--- src/rtl/pulse_seq_pkg.sv ---
// Shared types and field offsets for the pulse envelope sequencer.
package pulse_seq_pkg;

  localparam int ENV_WIDTH_DEF      = 24;
  localparam int ENV_ADDR_WIDTH_DEF = 12;
  localparam int PHASE_WIDTH_DEF    = 17;
  localparam int FREQ_WIDTH_DEF     = 9;
  localparam int AMP_WIDTH_DEF      = 16;
  localparam int CFG_WIDTH_DEF      = 4;
  localparam int MEM_LATENCY_DEF    = 2;

  // env_word layout: start address in the low bits, sample count above it
  localparam int ENV_START_LSB = 0;
  localparam int ENV_LEN_LSB   = ENV_START_LSB + ENV_ADDR_WIDTH_DEF;

  typedef enum logic [0:0] {
    IDLE = 1'b0,
    RUN  = 1'b1
  } seq_state_t;

  typedef struct packed {
    logic [PHASE_WIDTH_DEF-1:0] phase;
    logic [FREQ_WIDTH_DEF-1:0]  freq;
    logic [AMP_WIDTH_DEF-1:0]   amp;
    logic [CFG_WIDTH_DEF-1:0]   cfg;
  } pulse_params_t;

endpackage

--- src/rtl/pulse_env_sequencer_if.sv ---
// Pulse-register command side and envelope-memory/DSP side of the sequencer.
interface pulse_env_sequencer_if
  import pulse_seq_pkg::*;
#(
  parameter int ENV_WIDTH      = ENV_WIDTH_DEF,
  parameter int ENV_ADDR_WIDTH = ENV_ADDR_WIDTH_DEF,
  parameter int PHASE_WIDTH    = PHASE_WIDTH_DEF,
  parameter int FREQ_WIDTH     = FREQ_WIDTH_DEF,
  parameter int AMP_WIDTH      = AMP_WIDTH_DEF,
  parameter int CFG_WIDTH      = CFG_WIDTH_DEF
) ();

  logic [ENV_WIDTH-1:0]      env_word;
  logic [PHASE_WIDTH-1:0]    phase;
  logic [FREQ_WIDTH-1:0]     freq;
  logic [AMP_WIDTH-1:0]      amp;
  logic [CFG_WIDTH-1:0]      cfg;
  logic                      cstrobe_in;

  logic [ENV_ADDR_WIDTH-1:0] env_addr;
  logic                      env_rd_en;
  logic                      env_valid_out;
  logic [PHASE_WIDTH-1:0]    phase_out;
  logic [FREQ_WIDTH-1:0]     freq_out;
  logic [AMP_WIDTH-1:0]      amp_out;
  logic [CFG_WIDTH-1:0]      cfg_out;
  logic                      busy;
  logic                      done;

  modport master (
    output env_word, phase, freq, amp, cfg, cstrobe_in,
    input  env_addr, env_rd_en, env_valid_out, phase_out, freq_out,
           amp_out, cfg_out, busy, done
  );

  modport slave (
    input  env_word, phase, freq, amp, cfg, cstrobe_in,
    output env_addr, env_rd_en, env_valid_out, phase_out, freq_out,
           amp_out, cfg_out, busy, done
  );

endinterface

--- src/rtl/pulse_env_sequencer_pipe_delay.sv ---
// Reset-clearable shift-register delay line, DEPTH register stages deep.
module pipe_delay #(
  parameter int WIDTH = 1,
  parameter int DEPTH = 1
) (
  input  logic             clk,
  input  logic             reset,
  input  logic [WIDTH-1:0] data_i,
  output logic [WIDTH-1:0] data_o
);

  logic [WIDTH-1:0] stage_q [DEPTH];

  always_ff @(posedge clk) begin
    if (reset) begin
      for (int i = 0; i < DEPTH; i++) stage_q[i] <= '0;
    end else begin
      stage_q[0] <= data_i;
      for (int i = 1; i < DEPTH; i++) stage_q[i] <= stage_q[i-1];
    end
  end

  assign data_o = stage_q[DEPTH-1];

endmodule

--- src/rtl/pulse_env_sequencer.sv ---
// Turns each command strobe into a run of envelope read addresses and delays
// the pulse parameters so they meet the envelope samples at the DSP stage.
module pulse_env_sequencer
  import pulse_seq_pkg::*;
#(
  parameter int ENV_WIDTH      = ENV_WIDTH_DEF,
  parameter int ENV_ADDR_WIDTH = ENV_ADDR_WIDTH_DEF,
  parameter int PHASE_WIDTH    = PHASE_WIDTH_DEF,
  parameter int FREQ_WIDTH     = FREQ_WIDTH_DEF,
  parameter int AMP_WIDTH      = AMP_WIDTH_DEF,
  parameter int CFG_WIDTH      = CFG_WIDTH_DEF,
  parameter int MEM_LATENCY    = MEM_LATENCY_DEF
) (
  input logic                 clk,
  input logic                 reset,
  pulse_env_sequencer_if.slave bus
);

  localparam int LEN_WIDTH = ENV_WIDTH - ENV_ADDR_WIDTH;
  localparam int PIPE_W    = 1 + $bits(pulse_params_t);

  seq_state_t                state_q, state_d;
  logic [ENV_ADDR_WIDTH-1:0] addr_q, addr_d;
  logic [LEN_WIDTH-1:0]      remain_q, remain_d;
  logic                      rdEn_q, rdEn_d;
  logic                      busy_q, busy_d;
  logic                      done_q, done_d;
  pulse_params_t             params_q, params_d;

  logic [ENV_ADDR_WIDTH-1:0] newStart;
  logic [LEN_WIDTH-1:0]      newLen;

  logic [PIPE_W-1:0]         pipeOut;
  logic                      pipeValid;
  pulse_params_t             pipeParams;
  logic                      validOut_q;
  pulse_params_t             paramsOut_q;

  assign newStart = bus.env_word[ENV_START_LSB +: ENV_ADDR_WIDTH];
  assign newLen   = bus.env_word[ENV_WIDTH-1:ENV_ADDR_WIDTH];

  // A strobe always wins: it restarts the sequence whether idle or mid-pulse.
  // remain counts samples still to issue after the current address.
  always_comb begin
    state_d  = state_q;
    addr_d   = addr_q;
    remain_d = remain_q;
    rdEn_d   = 1'b0;
    busy_d   = 1'b0;
    done_d   = 1'b0;
    params_d = params_q;

    if (bus.cstrobe_in) begin
      params_d.phase = bus.phase;
      params_d.freq  = bus.freq;
      params_d.amp   = bus.amp;
      params_d.cfg   = bus.cfg;
      if (newLen != '0) begin
        state_d  = RUN;
        addr_d   = newStart;
        remain_d = newLen - LEN_WIDTH'(1);
        rdEn_d   = 1'b1;
        busy_d   = 1'b1;
        done_d   = (newLen == LEN_WIDTH'(1));
      end else begin
        state_d = IDLE;
        done_d  = 1'b1;
      end
    end else begin
      case (state_q)
        RUN: begin
          if (remain_q == '0) begin
            state_d = IDLE;
          end else begin
            addr_d   = addr_q + ENV_ADDR_WIDTH'(1);
            remain_d = remain_q - LEN_WIDTH'(1);
            rdEn_d   = 1'b1;
            busy_d   = 1'b1;
            done_d   = (remain_q == LEN_WIDTH'(1));
          end
        end
        default: state_d = IDLE;
      endcase
    end
  end

  always_ff @(posedge clk) begin
    if (reset) begin
      state_q  <= IDLE;
      addr_q   <= '0;
      remain_q <= '0;
      rdEn_q   <= 1'b0;
      busy_q   <= 1'b0;
      done_q   <= 1'b0;
      params_q <= '0;
    end else begin
      state_q  <= state_d;
      addr_q   <= addr_d;
      remain_q <= remain_d;
      rdEn_q   <= rdEn_d;
      busy_q   <= busy_d;
      done_q   <= done_d;
      params_q <= params_d;
    end
  end

  // Tapping next-state values lets the output register below land exactly
  // MEM_LATENCY cycles after the matching env_rd_en cycle.
  pipe_delay #(
    .WIDTH (PIPE_W),
    .DEPTH (MEM_LATENCY)
  ) u_align (
    .clk    (clk),
    .reset  (reset),
    .data_i ({rdEn_d, params_d}),
    .data_o (pipeOut)
  );

  assign pipeValid  = pipeOut[PIPE_W-1];
  assign pipeParams = pipeOut[PIPE_W-2:0];

  always_ff @(posedge clk) begin
    if (reset) begin
      validOut_q  <= 1'b0;
      paramsOut_q <= '0;
    end else begin
      validOut_q <= pipeValid;
      if (pipeValid) paramsOut_q <= pipeParams;
    end
  end

  assign bus.env_addr      = addr_q;
  assign bus.env_rd_en     = rdEn_q;
  assign bus.busy          = busy_q;
  assign bus.done          = done_q;
  assign bus.env_valid_out = validOut_q;
  assign bus.phase_out     = paramsOut_q.phase;
  assign bus.freq_out      = paramsOut_q.freq;
  assign bus.amp_out       = paramsOut_q.amp;
  assign bus.cfg_out       = paramsOut_q.cfg;

endmodule

--- src/flat_wrapper.sv ---
// flat-port wrapper written by rule: the top's interface ports become plain ports
module pulse_env_sequencer_flat import pulse_seq_pkg::*;
#(
  parameter int ENV_WIDTH      = ENV_WIDTH_DEF,
  parameter int ENV_ADDR_WIDTH = ENV_ADDR_WIDTH_DEF,
  parameter int PHASE_WIDTH    = PHASE_WIDTH_DEF,
  parameter int FREQ_WIDTH     = FREQ_WIDTH_DEF,
  parameter int AMP_WIDTH      = AMP_WIDTH_DEF,
  parameter int CFG_WIDTH      = CFG_WIDTH_DEF,
  parameter int MEM_LATENCY    = MEM_LATENCY_DEF
)
  (clk, reset, bus_env_word, bus_phase, bus_freq, bus_amp, bus_cfg, bus_cstrobe_in, bus_env_addr, bus_env_rd_en, bus_env_valid_out, bus_phase_out, bus_freq_out, bus_amp_out, bus_cfg_out, bus_busy, bus_done);
  pulse_env_sequencer_if #(.ENV_WIDTH(ENV_WIDTH), .ENV_ADDR_WIDTH(ENV_ADDR_WIDTH), .PHASE_WIDTH(PHASE_WIDTH), .FREQ_WIDTH(FREQ_WIDTH), .AMP_WIDTH(AMP_WIDTH), .CFG_WIDTH(CFG_WIDTH)) bus_i ();
  input logic clk;
  input logic reset;
  input wire logic [$bits(bus_i.env_word)-1:0] bus_env_word;
  input wire logic [$bits(bus_i.phase)-1:0] bus_phase;
  input wire logic [$bits(bus_i.freq)-1:0] bus_freq;
  input wire logic [$bits(bus_i.amp)-1:0] bus_amp;
  input wire logic [$bits(bus_i.cfg)-1:0] bus_cfg;
  input wire logic [$bits(bus_i.cstrobe_in)-1:0] bus_cstrobe_in;
  output wire logic [$bits(bus_i.env_addr)-1:0] bus_env_addr;
  output wire logic [$bits(bus_i.env_rd_en)-1:0] bus_env_rd_en;
  output wire logic [$bits(bus_i.env_valid_out)-1:0] bus_env_valid_out;
  output wire logic [$bits(bus_i.phase_out)-1:0] bus_phase_out;
  output wire logic [$bits(bus_i.freq_out)-1:0] bus_freq_out;
  output wire logic [$bits(bus_i.amp_out)-1:0] bus_amp_out;
  output wire logic [$bits(bus_i.cfg_out)-1:0] bus_cfg_out;
  output wire logic [$bits(bus_i.busy)-1:0] bus_busy;
  output wire logic [$bits(bus_i.done)-1:0] bus_done;
  assign bus_i.env_word = bus_env_word;
  assign bus_i.phase = bus_phase;
  assign bus_i.freq = bus_freq;
  assign bus_i.amp = bus_amp;
  assign bus_i.cfg = bus_cfg;
  assign bus_i.cstrobe_in = bus_cstrobe_in;
  assign bus_env_addr = bus_i.env_addr;
  assign bus_env_rd_en = bus_i.env_rd_en;
  assign bus_env_valid_out = bus_i.env_valid_out;
  assign bus_phase_out = bus_i.phase_out;
  assign bus_freq_out = bus_i.freq_out;
  assign bus_amp_out = bus_i.amp_out;
  assign bus_cfg_out = bus_i.cfg_out;
  assign bus_busy = bus_i.busy;
  assign bus_done = bus_i.done;
  pulse_env_sequencer #(.ENV_WIDTH(ENV_WIDTH), .ENV_ADDR_WIDTH(ENV_ADDR_WIDTH), .PHASE_WIDTH(PHASE_WIDTH), .FREQ_WIDTH(FREQ_WIDTH), .AMP_WIDTH(AMP_WIDTH), .CFG_WIDTH(CFG_WIDTH), .MEM_LATENCY(MEM_LATENCY)) u_core (.clk(clk), .reset(reset), .bus(bus_i));
endmodule
--- config.mk ---
export PLATFORM = sky130hd
export DESIGN_NAME = pulse_env_sequencer_flat
export DESIGN_NICKNAME = d
export VERILOG_FILES = /design/src/rtl/pulse_seq_pkg.sv /design/src/rtl/pulse_env_sequencer_if.sv /design/src/rtl/pulse_env_sequencer_pipe_delay.sv /design/src/rtl/pulse_env_sequencer.sv /design/src/flat_wrapper.sv
export SDC_FILE = /design/constraint.sdc
export NUM_CORES = 1
export LEC_CHECK = 0
export CAP_MARGIN = 10
export CORE_UTILIZATION = 50
export CTS_BUF_LIST = sky130_fd_sc_hd__clkbuf_16
export CTS_CLUSTER_DIAMETER = 50
export CTS_CLUSTER_SIZE = 24
export DETAILED_ROUTE_END_ITERATION = 10
export GPL_TIMING_DRIVEN = 0
export PLACE_DENSITY = 0.81
export SKIP_LAST_GASP = 1
export SYNTH_ARGS = -nofsm -noshare
export SYNTH_HDL_FRONTEND = slang
export SYNTH_HIERARCHICAL = 1
export SYNTH_SLANG_ARGS = --single-unit
--- constraint.sdc ---
create_clock -name clk -period 5.15 [get_ports clk]
set_input_delay 1.03 -clock clk [delete_from_list [all_inputs] [get_ports clk]]
set_output_delay 1.03 -clock clk [all_outputs]
set_load 0.02 [all_outputs]
==> Implementation_results.wiki <==
{| class="wikitable"
! Metric !! Value
|-
| Fraction of the cycle the final worst path needs || 0.542
|-
| Ratio of cells with drive above 1 in the final layout || 0.165
|-
| Worst clock skew on the final layout || ~0.012 ns
|-
| Via count || about 5700
|-
| Clock Tree Root || sky130_fd_sc_hd__clkbuf_16
|-
| Classification of the worst-slack hold path || reg -> reg
|-
| Adder and majority cell fraction of the synthesized area || 0.0107
|-
| Total routed wirelength || 17100 µm
|-
| Number of gates given a new drive strength after cts || 0
|-
| Horiz. Die Dim || about 130 µm
|-
| Arrival time worst endpoint || between 3 and 4 ns
|-
| Count of state elements after synthesis || 213
|-
| Diode count || 0
|-
| Share of synthesized area spent on multiplexers || 0.125
|-
| Y dimension of the die || approximately 130 µm
|-
| Layout Area Growth over Synthesis || 26.4%
|-
| Overall track demand over capacity in global routing || 0.205
|-
| Hold-fix buffers, CTS || 0
|-
| Setup TNS || 0 ns
|-
| Setup repair after global routing missed its margin || false
|-
| Top_reg_cell synth || sky130_fd_sc_hd__dfxtp_1
|-
| Largest driver fanout on the critical path || 10
|-
| Via count of the first global-routing pass || about 5400
|-
| Dominant combinational cell family by area after synthesis || simple AND/OR/NAND/NOR gates
|-
| Leak Pwr || approximately 0.0040 µW
|-
| Synth Area in Compound Gates || 0.0637
|-
| Total number of H-tree levels || 1
|-
| Storage element area || 0.00426 mm²
|-
| Total Die Area || roughly 0.017 mm²
|-
| Number of cells produced by synthesis || approximately 790
|-
| Fraction of synthesis flops using an asynchronous set or reset pin || 0
|-
| Maximum number of pins on one net before global-route repair || 25
|-
| Port-buffer cells || about 130
|-
| Cell row count || 46
|-
| Worst Max-Slew Pin Slew || approximately 0.8 ns
|-
| VDD IR-drop max || 178 µV
|-
| ANT nets after route || 0
|-
| Status || finished, final reports clean
|-
| Starting utilization of the core area || 0.514
|-
| Portion of the post-synthesis area used by sequential elements || 0.522
|-
| Element type at the critical path start || input pin
|-
| Overflow left after global routing || 0
|-
| Required time reported for the critical path endpoint || 5.52 ns
|-
| Area of the core || roughly 0.016 mm²
|-
| Pwr Density || roughly 340 mW/mm²
|-
| Yosys warning total || 6
|-
| Initial antenna violation count || 0
|-
| Crit Path Class || in -> reg
|-
| Mean area per synthesized cell || between 10 and 15 µm²
|-
| Fillers || around 1300
|-
| Vias per Instance || a little under 5
|-
| Max-slew headroom || 0.466
|-
| EDFF count, synth || 0
|-
| DP Wirelength || roughly 12000 µm
|-
| Parity-gate share of the synthesized area counting xor and xnor cells || 0.00858
|-
| Post-synth cell types || between 50 and 60
|-
| Clock transition at the register clock pins on the worst setup and hold paths after CTS || 0.08 ns
|-
| Clock buffers created by TritonCTS || 17
|-
| Post-DR wirelength/cell || between 10 and 15 µm
|-
| Global-route wire length before repair || 27000 µm
|-
| Number of violations of the max-capacitance limit || 0
|-
| Final-report max-slew violation count || 0
|-
| Maximum count of clock buffers along a single path || 3
|-
| First-pass DRT Iterations || 4
|-
| Number of sinks handled by clock tree synthesis || 213
|-
| Mapped Area || about 0.0082 mm²
|-
| Basic-gate share of the synthesized area counting and, or, nand and nor cells || 0.191
|-
| Overall power || around 3500 µW
|-
| I/O pins || between 100 and 150
|-
| Number of nets produced by synthesis || slightly below 900
|-
| Number of nets in the finished design || 1017
|-
| Clock tree from TritonCTS || built
|-
| F_max || ~0.36 GHz
|-
| Violation count after the first detailed-route iteration || approximately 270
|-
| Global placer's final weighted congestion || roughly 0.92
|-
| Final hold violations || 0
|-
| Crit path capture type || register
|-
| Multi-input gate area || 0.00326 mm²
|-
| Fin crit period || approximately 2.8 ns
|-
| Remaining routing DRC violations || 0
|-
| Later-pin clock latency in the skew report || approximately 0.48 ns
|-
| Number of buffers added for setup after CTS || 0
|-
| Number of endpoints failing setup at the final stage || 0
|}
through the flow:
| step | util | instances | cell area, µm² | hold WS (ns) | setup slack (ns) |
|---|---|---|---|---|---|
| floorplan | - | 786 | 8170 | 0.414 | 2.62 |
| global placement | 0.614 | 1134 | 9760 | 0.416 | 1.93 |
| detailed placement | 0.614 | 1134 | 9760 | 0.421 | 1.93 |
| CTS | 0.650 | 1164 | 10300 | 0.432 | 2.41 |
| global route | 0.650 | 1164 | 10300 | 0.450 | 2.24 |
| finish | 0.650 | 1164 | 10300 | 0.428 | 2.36 |
cell families (layout without fill, tap and decap cells):
logic type               Yosys count  in the layout
AO/OA/AOI/OAI                     78             78
buffers and inverters            101            263
flip-flops                       213            213
multiplexers                      96             96
adder cells (fa/ha/maj)            7              7
XOR/XNOR                           8              8
AND/OR/NAND/NOR                  283            283
placed cells by master, fill, tap and decap left out, types with 4 or more instances in the layout:
cell	synthesis	final
sky130_fd_sc_hd__o21ai_0	15	15
sky130_fd_sc_hd__ha_1	7	7
sky130_fd_sc_hd__buf_6	9	9
sky130_fd_sc_hd__a21oi_1	27	27
sky130_fd_sc_hd__mux2i_1	50	50
sky130_fd_sc_hd__buf_1	6	6
sky130_fd_sc_hd__dfxtp_1	213	213
sky130_fd_sc_hd__clkbuf_16	0	17
sky130_fd_sc_hd__nor3_1	11	11
sky130_fd_sc_hd__buf_4	50	50
sky130_fd_sc_hd__and2_1	46	46
sky130_fd_sc_hd__nand2_1	22	22
sky130_fd_sc_hd__clkbuf_1	19	19
sky130_fd_sc_hd__buf_2	8	8
sky130_fd_sc_hd__inv_1	7	8
sky130_fd_sc_hd__mux2_2	46	46
sky130_fd_sc_hd__nor2_1	70	70
sky130_fd_sc_hd__clkdlybuf4s50_1	0	132
sky130_fd_sc_hd__nand3_1	5	5
sky130_fd_sc_hd__or4_1	5	5
sky130_fd_sc_hd__o32ai_1	4	4
sky130_fd_sc_hd__xor2_1	5	5
sky130_fd_sc_hd__nor2b_1	96	96
sky130_fd_sc_hd__nor4_1	7	7
layer usage:
| layer | global-route usage | vias to the layer above | share of wire |
|---|---|---|---|
| li1 | - | 2883 | - |
| met2 | 0.354 | 153 | 0.49 |
| met5 | 0 | - | 0 |
| met4 | 0.0629 | 0 | 0.019 |
| met3 | 0.0336 | 30 | 0.053 |
| met1 | 0.263 | 2626 | 0.44 |
worst paths after layout:
path                            startpoint                             to  slack (ns)  cells after the start
max reg2reg             u_core/remain_q[0]            u_core/remain_q[10]        2.99                      7
max                       bus_env_word[14]             u_core/remain_q[0]        2.36                      7
min reg2reg  u_core/u_align/stage_q[0][44]  u_core/u_align/stage_q[0][91]        0.43                      1
min          u_core/u_align/stage_q[0][44]  u_core/u_align/stage_q[0][91]        0.43                      1
cell type report:
type                       instances  share of cell area
tap                              216              0.0262
clock inverter                    13              0.0137
buffer                            92              0.0591
timing repair buffer             132               0.128
multi-input combinational        472               0.315
clock buffer                      17              0.0412
inverter                           9             0.00327
sequential                       213               0.413
state kept, by name (all words and copies together), names as in the netlist:
register	flops
u_core/bus.amp_out	16
u_core/bus.busy	1
u_core/bus.cfg_out	4
u_core/bus.done	1
u_core/bus.env_addr	12
u_core/bus.env_valid_out	1
u_core/bus.freq_out	9
u_core/bus.phase_out	17
u_core/params_q	46
u_core/remain_q	12
u_core/u_align/stage_q	94
power by group:
part / internal (µW) / leakage (µW) / switching (µW)
Combinational: 242 / 0.00202 / 221
Sequential: 1730 / 0.00175 / 45.0
Clock: 654 / 0.000279 / 654
critical path: stages:
cell and delay (ns):
sky130_fd_sc_hd__clkdlybuf4s50_1 0.50, sky130_fd_sc_hd__or4_1 0.60, sky130_fd_sc_hd__nor4_1 0.32, sky130_fd_sc_hd__a211o_2 0.24, sky130_fd_sc_hd__buf_6 0.18, sky130_fd_sc_hd__a21oi_2 0.04, sky130_fd_sc_hd__o221a_1 0.25
cell usage after synthesis (all sizes together), types with 3 or more instances:
cell type / n / share of area
dfxtp: 213 / 0.52
nor2b: 96 / 0.074
buf: 73 / 0.066
nor2: 70 / 0.032
mux2i: 50 / 0.061
and2: 46 / 0.035
mux2: 46 / 0.063
a21oi: 29 / 0.019
nand2: 22 / 0.010
clkbuf: 19 / 0.0087
o21ai: 15 / 0.0092
nor3: 12 / 0.0080
inv: 8 / 0.0037
ha: 7 / 0.011
nor4: 7 / 0.0054
or4: 7 / 0.0074
nand3: 5 / 0.0031
xor2: 5 / 0.0054
o32ai: 4 / 0.0043
a22o: 3 / 0.0032
a31o: 3 / 0.0032
nand4: 3 / 0.0023
o21a: 3 / 0.0028
o31ai: 3 / 0.0028
xnor2: 3 / 0.0032
No activity file was read; power rests on OpenSTA's default activity.
